[src/rtl/speck_iter_engine.sv]
// Iterative SPECK engine: expands the master key into a round-key buffer, then
// runs one encrypt or decrypt round per clock over that buffer.
module speck_iter_engine #(
    parameter int unsigned WORD      = 64,
    parameter int unsigned KEY_WORDS = 2,
    parameter int unsigned ROUNDS    = 32
) (
    input  logic                        clk,
    input  logic                        rst_n,
    input  logic                        start,
    input  logic                        decrypt,
    input  logic                        reuse_key,
    input  logic [KEY_WORDS*WORD-1:0]   key,
    input  logic [2*WORD-1:0]           block_in,
    output logic                        ready,
    output logic                        busy,
    output logic                        done,
    output logic [2*WORD-1:0]           block_out,
    output logic                        key_cached
);

    localparam int unsigned ALPHA = (WORD == 16) ? 7 : 8;
    localparam int unsigned BETA  = (WORD == 16) ? 2 : 3;
    localparam int unsigned CW    = (ROUNDS > 1) ? $clog2(ROUNDS) : 1;
    localparam int unsigned KW    = KEY_WORDS * WORD;
    localparam int unsigned LW    = (KEY_WORDS - 1) * WORD;
    localparam int unsigned BW    = 2 * WORD;

    typedef enum logic [1:0] {
        S_IDLE   = 2'd0,
        S_EXPAND = 2'd1,
        S_CRYPT  = 2'd2,
        S_DONE   = 2'd3
    } state_t;

    function automatic logic [WORD-1:0] ror(input logic [WORD-1:0] v, input int unsigned n);
        return (v >> n) | (v << (WORD - n));
    endfunction

    function automatic logic [WORD-1:0] rol(input logic [WORD-1:0] v, input int unsigned n);
        return (v << n) | (v >> (WORD - n));
    endfunction

    state_t              state_q, state_d;
    logic                ready_d, busy_d, done_d;
    logic [CW-1:0]       ctr_q;
    logic                mode_q;
    logic [WORD-1:0]     x_q, y_q, k_q;
    logic [LW-1:0]       l_q;
    logic [WORD-1:0]     rk [ROUNDS];

    logic                accept, cache_hit, exp_last, crypt_last;
    logic [CW-1:0]       ctr_inc, ctr_dec, crypt_init_idle, crypt_init_exp;
    logic [WORD-1:0]     ks_l, ks_k, rk_cur;
    logic [LW-1:0]       l_shift;
    logic [WORD-1:0]     enc_x, enc_y, dec_x, dec_y, rnd_x, rnd_y;

    assign accept          = (state_q == S_IDLE) && start;
    assign cache_hit       = reuse_key && key_cached;
    assign ctr_inc         = ctr_q + CW'(1);
    assign ctr_dec         = ctr_q - CW'(1);
    assign exp_last        = (ctr_q == CW'(ROUNDS - 2));
    assign crypt_last      = mode_q ? (ctr_q == '0) : (ctr_q == CW'(ROUNDS - 1));
    assign crypt_init_idle = decrypt ? CW'(ROUNDS - 1) : '0;
    assign crypt_init_exp  = mode_q  ? CW'(ROUNDS - 1) : '0;

    // Key-schedule step: i is the current counter value.
    assign ks_l = (k_q + ror(l_q[WORD-1:0], ALPHA)) ^ WORD'(ctr_q);
    assign ks_k = rol(k_q, BETA) ^ ks_l;

    generate
        if (KEY_WORDS == 2) begin : g_l_single
            assign l_shift = ks_l;
        end else begin : g_l_multi
            assign l_shift = {ks_l, l_q[LW-1:WORD]};
        end
    endgenerate

    // Round datapath, both directions.
    assign rk_cur = rk[ctr_q];
    assign enc_x  = (ror(x_q, ALPHA) + y_q) ^ rk_cur;
    assign enc_y  = rol(y_q, BETA) ^ enc_x;
    assign dec_y  = ror(x_q ^ y_q, BETA);
    assign dec_x  = rol((x_q ^ rk_cur) - dec_y, ALPHA);
    assign rnd_x  = mode_q ? dec_x : enc_x;
    assign rnd_y  = mode_q ? dec_y : enc_y;

    // State register with registered status flags.
    always_ff @(posedge clk or negedge rst_n) begin
        if (!rst_n) begin
            state_q <= S_IDLE;
            ready   <= 1'b1;
            busy    <= 1'b0;
            done    <= 1'b0;
        end else begin
            state_q <= state_d;
            ready   <= ready_d;
            busy    <= busy_d;
            done    <= done_d;
        end
    end

    always_comb begin
        state_d = state_q;
        case (state_q)
            S_IDLE:   if (start) state_d = cache_hit ? S_CRYPT : S_EXPAND;
            S_EXPAND: if (exp_last) state_d = S_CRYPT;
            S_CRYPT:  if (crypt_last) state_d = S_DONE;
            S_DONE:   state_d = S_IDLE;
            default:  state_d = S_IDLE;
        endcase
    end

    // Flags are computed from the next state so they line up with it.
    always_comb begin
        ready_d = 1'b0;
        busy_d  = 1'b0;
        done_d  = 1'b0;
        case (state_d)
            S_IDLE:   ready_d = 1'b1;
            S_EXPAND: busy_d  = 1'b1;
            S_CRYPT:  busy_d  = 1'b1;
            S_DONE:   done_d  = 1'b1;
            default:  ready_d = 1'b0;
        endcase
    end

    always_ff @(posedge clk or negedge rst_n) begin
        if (!rst_n) begin
            ctr_q      <= '0;
            mode_q     <= 1'b0;
            x_q        <= '0;
            y_q        <= '0;
            k_q        <= '0;
            l_q        <= '0;
            block_out  <= '0;
            key_cached <= 1'b0;
        end else begin
            case (state_q)
                S_IDLE: begin
                    if (start) begin
                        mode_q <= decrypt;
                        x_q    <= block_in[BW-1:WORD];
                        y_q    <= block_in[WORD-1:0];
                        if (cache_hit) begin
                            ctr_q <= crypt_init_idle;
                        end else begin
                            k_q        <= key[WORD-1:0];
                            l_q        <= key[KW-1:WORD];
                            key_cached <= 1'b0;
                            ctr_q      <= '0;
                        end
                    end
                end
                S_EXPAND: begin
                    k_q <= ks_k;
                    l_q <= l_shift;
                    if (exp_last) begin
                        key_cached <= 1'b1;
                        ctr_q      <= crypt_init_exp;
                    end else begin
                        ctr_q <= ctr_inc;
                    end
                end
                S_CRYPT: begin
                    x_q <= rnd_x;
                    y_q <= rnd_y;
                    if (crypt_last) begin
                        block_out <= {rnd_x, rnd_y};
                    end else begin
                        ctr_q <= mode_q ? ctr_dec : ctr_inc;
                    end
                end
                default: ;
            endcase
        end
    end

    // Round-key buffer; contents are meaningless until key_cached is set.
    always_ff @(posedge clk) begin
        if (accept && !cache_hit) begin
            rk[0] <= key[WORD-1:0];
        end else if (state_q == S_EXPAND) begin
            rk[ctr_inc] <= ks_k;
        end
    end

endmodule
[config.mk]
export PLATFORM = sky130hd
export DESIGN_NAME = speck_iter_engine
export DESIGN_NICKNAME = d
export VERILOG_FILES = /design/src/rtl/speck_iter_engine.sv
export SDC_FILE = /design/constraint.sdc
export NUM_CORES = 2
export LEC_CHECK = 0
export CORE_MARGIN = 5
export CORE_UTILIZATION = 38
export CTS_CLUSTER_DIAMETER = 30
export DETAILED_ROUTE_END_ITERATION = 16
export GPL_TIMING_DRIVEN = 0
export PLACE_DENSITY_LB_ADDON = 0.05
export SYNTH_ARGS = -nofsm -noshare
export SYNTH_HDL_FRONTEND = slang
export SYNTH_SLANG_ARGS = --single-unit
[constraint.sdc]
create_clock -name clk -period 5.8 [get_ports clk]
set_clock_uncertainty 0.15 [all_clocks]
set_input_delay 0.58 -clock clk [delete_from_list [all_inputs] [get_ports clk]]
set_output_delay 0.58 -clock clk [all_outputs]
set_load 0.03 [all_outputs]
==> flow_summary_export.csv <==
group,metric,value,unit
status,status,"finished, violations left",
status,violations,"setup timing",
sta,timing.final.crit_period,6.08,ns
detailed_routing,num_vias,75879,
clock_tree,cts_tree,"yes",
sta,fin_tns_setup,-3.84,ns
critical_path,worstPathArrival,6.83,ns
critical_path,critical_path_class,"reg2reg",
die,fp.coreArea,291000,µm²
sta,tightest_slew,1.49,ns
critical_path,crit_start,"ctr_q[4]",
layout,drive_gt1_frac,0.278,
die,start_util,0.382,
clock_tree,cts_sinks,2444,
global_route,gr-usage-met3,0.0501,
critical_path,r2r-end,"x_q[2]",
global_route,grt_pass1_vias,75790,
die,core.rowCount,198,
placed_design,port_buffers,392,
clock_tree,cts_max_path_buffers,4,
critical_path,crit_path_end_kind,"flip-flop",
detailed_routing,remaining_drc_errors,0,
logic_synthesis,syn_nets,7636,
sta,drv_slew,0,
detailed_routing,viasPerCell,5.88,
logic_synthesis,synth.yosys.seq_area_share,0.643,
sta,rsz0062_at_grt,"yes",
critical_path,reg2reg_from,"ctr_q[4]",
logic_synthesis,synth_top_area_cell,"edfxtp_1",
logic_synthesis,yosysTopAreaCellShare,0.554,
logic_synthesis,yosysUniqueCellTypes,87,
die,chipHeight,551,µm
detailed_routing,ant_nets,0,
die,die-area,303000,µm²
global_route,grt_pass1_wl,633,mm
logic_synthesis,synth_ff_type,"edfxtp_1",
sta,slew_headroom,0.00829,
logic_synthesis,async_flop_share,0.162,
placed_design,dpl.hpwl,339,mm
sta,setup_viol,30,
global_route,grt_max_degree,106,
detailed_routing,first_pass_iters,6,
layout,nets,9013,
sta,setup_slack,-0.285,ns
critical_path,start_kind,"flip-flop",
critical_path,cp-endpoint,"x_q[2]",
clock_tree,cts_buffers,566,
detailed_routing,wl_per_cell,36.1,µm
die,die_w,551,µm
logic_synthesis,ys_warn_count,0,
global_route,top_usage_layer,"met2",
sta,fin_crit_sh,1.05,
global_route,track_usage,0.301,
detailed_routing,drt_wl_total,466,mm
worst_hold_path,hold_depth,3,
critical_path,critPathRequiredTime,6.54,ns
global_route,use_met2,0.461,
clock_tree,clkLatencyLatePin,1.01,ns
logic_synthesis,yosys-top-cells-area,"edfxtp_1 55%, mux4_2 13%, dfrtp_1 8.9%, xnor2_1 3.0%, ha_1 2.4%",
logic_synthesis,netlist_area,111000,µm²
flow_run,cap_violations,0,
logic_synthesis,synth_edf_count,2048,
global_route,overflow,0,
detailed_routing,drt_iter0_drc,8593,
worst_hold_path,hold_start,"block_in[81]",
critical_path,crit_fanout,10,
logic_synthesis,syn_avg_cell_area,15.5,µm²
clock_tree,htree_levels,6,
sta,hold_viol,0,
placed_design,routabilityCongestion,0.988,
logic_synthesis,synthCells,7163,
clock_tree,root_buffer,"clkbuf_16",
global_route,antenna_found_initial,15,
clock_tree,cts.reportedPaths.clkPinSlew,0.05,ns
global_route,grt_use_met1,0.442,
critical_path,ff2ff_path_depth,22,
logic_synthesis,synth-seq-cells,2444,
critical_path,r2r_slack,-0.28,ns
worst_hold_path,min_path_type,"in2reg",
layout,syn2layout_area_growth,35.3,%
die,ios,393,
sta,max_freq,164,MHz
## through the flow
stage	utilization	hold slack, ns	setup WS, ns	instance area [µm²]	cells
3_5_place_dp	0.430	0.316	-4.39	125000	11668
6_report	0.516	0.0916	-0.285	150000	12910
5_1_grt	0.516	0.0658	-0.314	150000	12904
2_1_floorplan	-	0.134	-0.0750	111000	7163
4_1_cts	0.511	0.00243	-0.230	149000	12822
3_3_place_gp	0.412	0.315	-15.59	120000	11455
## placed cells by master, fill, tap and decap left out, drive strengths merged, types with 45 or more instances in the layout
cell type	count
inv	89
nor2	331
clkinv	215
a21o	126
nand3	46
xnor2	384
mux2i	165
a21oi	505
xor2	110
clkdlybuf4s50	391
o21ai	494
buf	566
mux4	637
nand2	625
ha	209
edfxtp	2048
nand4	54
and3	75
bufinv	67
o21bai	45
clkbuf	909
dfrtp	395
## flip-flops by register name, summed over array words and instances, names as in the netlist
| name | flops |
|---|---|
| state_q | 2 |
| key_cached | 1 |
| ready | 1 |
| x_q | 64 |
| ctr_q | 5 |
| done | 1 |
| k_q | 64 |
| l_q | 64 |
| rk | 2048 |
| mode_q | 1 |
| busy | 1 |
| y_q | 64 |
| block_out | 128 |
## critical path, stage by stage (launching register included)
cell	delay, ns
dfrtp_1	0.37
buf_2	0.29
inv_8	0.23
buf_8	0.26
buf_4	0.41
buf_6	0.37
mux2i_4	0.31
buf_12	0.18
xnor2_2	0.09
ha_2	0.35
buf_6	0.10
nand2_2	0.05
nor4_4	0.30
o211ai_1	0.13
buf_4	0.19
a2111oi_4	0.47
nor3_4	0.16
o21ai_4	0.31
a211oi_2	0.14
xnor2_2	0.48
a21oi_2	0.20
a21oi_2	0.22
a21o_1	0.09
## layer usage
metal,up-vias,share of wire,routed length (µm)
met5,-,0.00011,49
met4,8,0.034,15700
met3,670,0.076,35400
met2,3460,0.45,208000
met1,40746,0.44,206000
li1,30995,-,-
## final cells by class
type	count	area (µm²)
Fill cell	24401	141000
Sequential cell	2444	71400
Multi-Input combinational cell	4276	40600
Clock buffer	678	15000
Timing Repair Buffer	824	10600
Tap cell	3900	4880
Clock inverter	349	4420
Buffer	369	3040
Inverter	59	229
Antenna cell	11	27.5
## cells in the mapped netlist (all sizes together) (7+ instances only)
library cell and count:
nor2 331, o21a 25, ha 209, a21boi 10
clkbuf 241, xnor3 10, a31o 7, nand3 46
and3 75, o21ai 494, xor2 110, o211a 7
dfrtp 395, nand2 625, mux2i 165, nand2b 21
or3 22, o31ai 27, xnor2 384, nor2b 23
a221oi 7, a221o 8, mux2 29, a21oi 505
o22ai 10, o31a 7, o21bai 45, inv 58
a22o 8, edfxtp 2048, nor4 15, o211ai 25
a211oi 26, or2 8, mux4 637, and2 29
buf 143, a211o 8, a41oi 7, nand4 54
a31oi 36, nor3 38, a21o 126
## worst min path at each step
stage	to
3_5_place_dp	block_out[47]
2_1_floorplan	block_out[0]
4_1_cts	l_q[30]
6_report	x_q[17]
5_1_grt	l_q[30]
3_3_place_gp	block_out[7]
## logic make-up after synthesis
group | count (synthesis) | share of synthesized area
buffers and inverters | 443 | 0.0178
adders and majority gates | 212 | 0.0241
muxes | 831 | 0.147
AOI/OAI and AO/OA | 1425 | 0.0752
xor gates and xnor gates | 505 | 0.0413
and+or+nand+nor | 1303 | 0.0512
DFF | 2444 | 0.643
## what timing repair did
action	4_1_cts	5_1_grt
setup buffers	133	85
hold buffers	1	0
gates resized for setup	699	180
endpoints found under the setup margin	2302	113
cloned	3	4
pin swaps	72	86
hold endpoints to repair	102	0
Power is not shown: default switching activity piles up to over one toggle a cycle in this logic, so the estimate is an artifact.
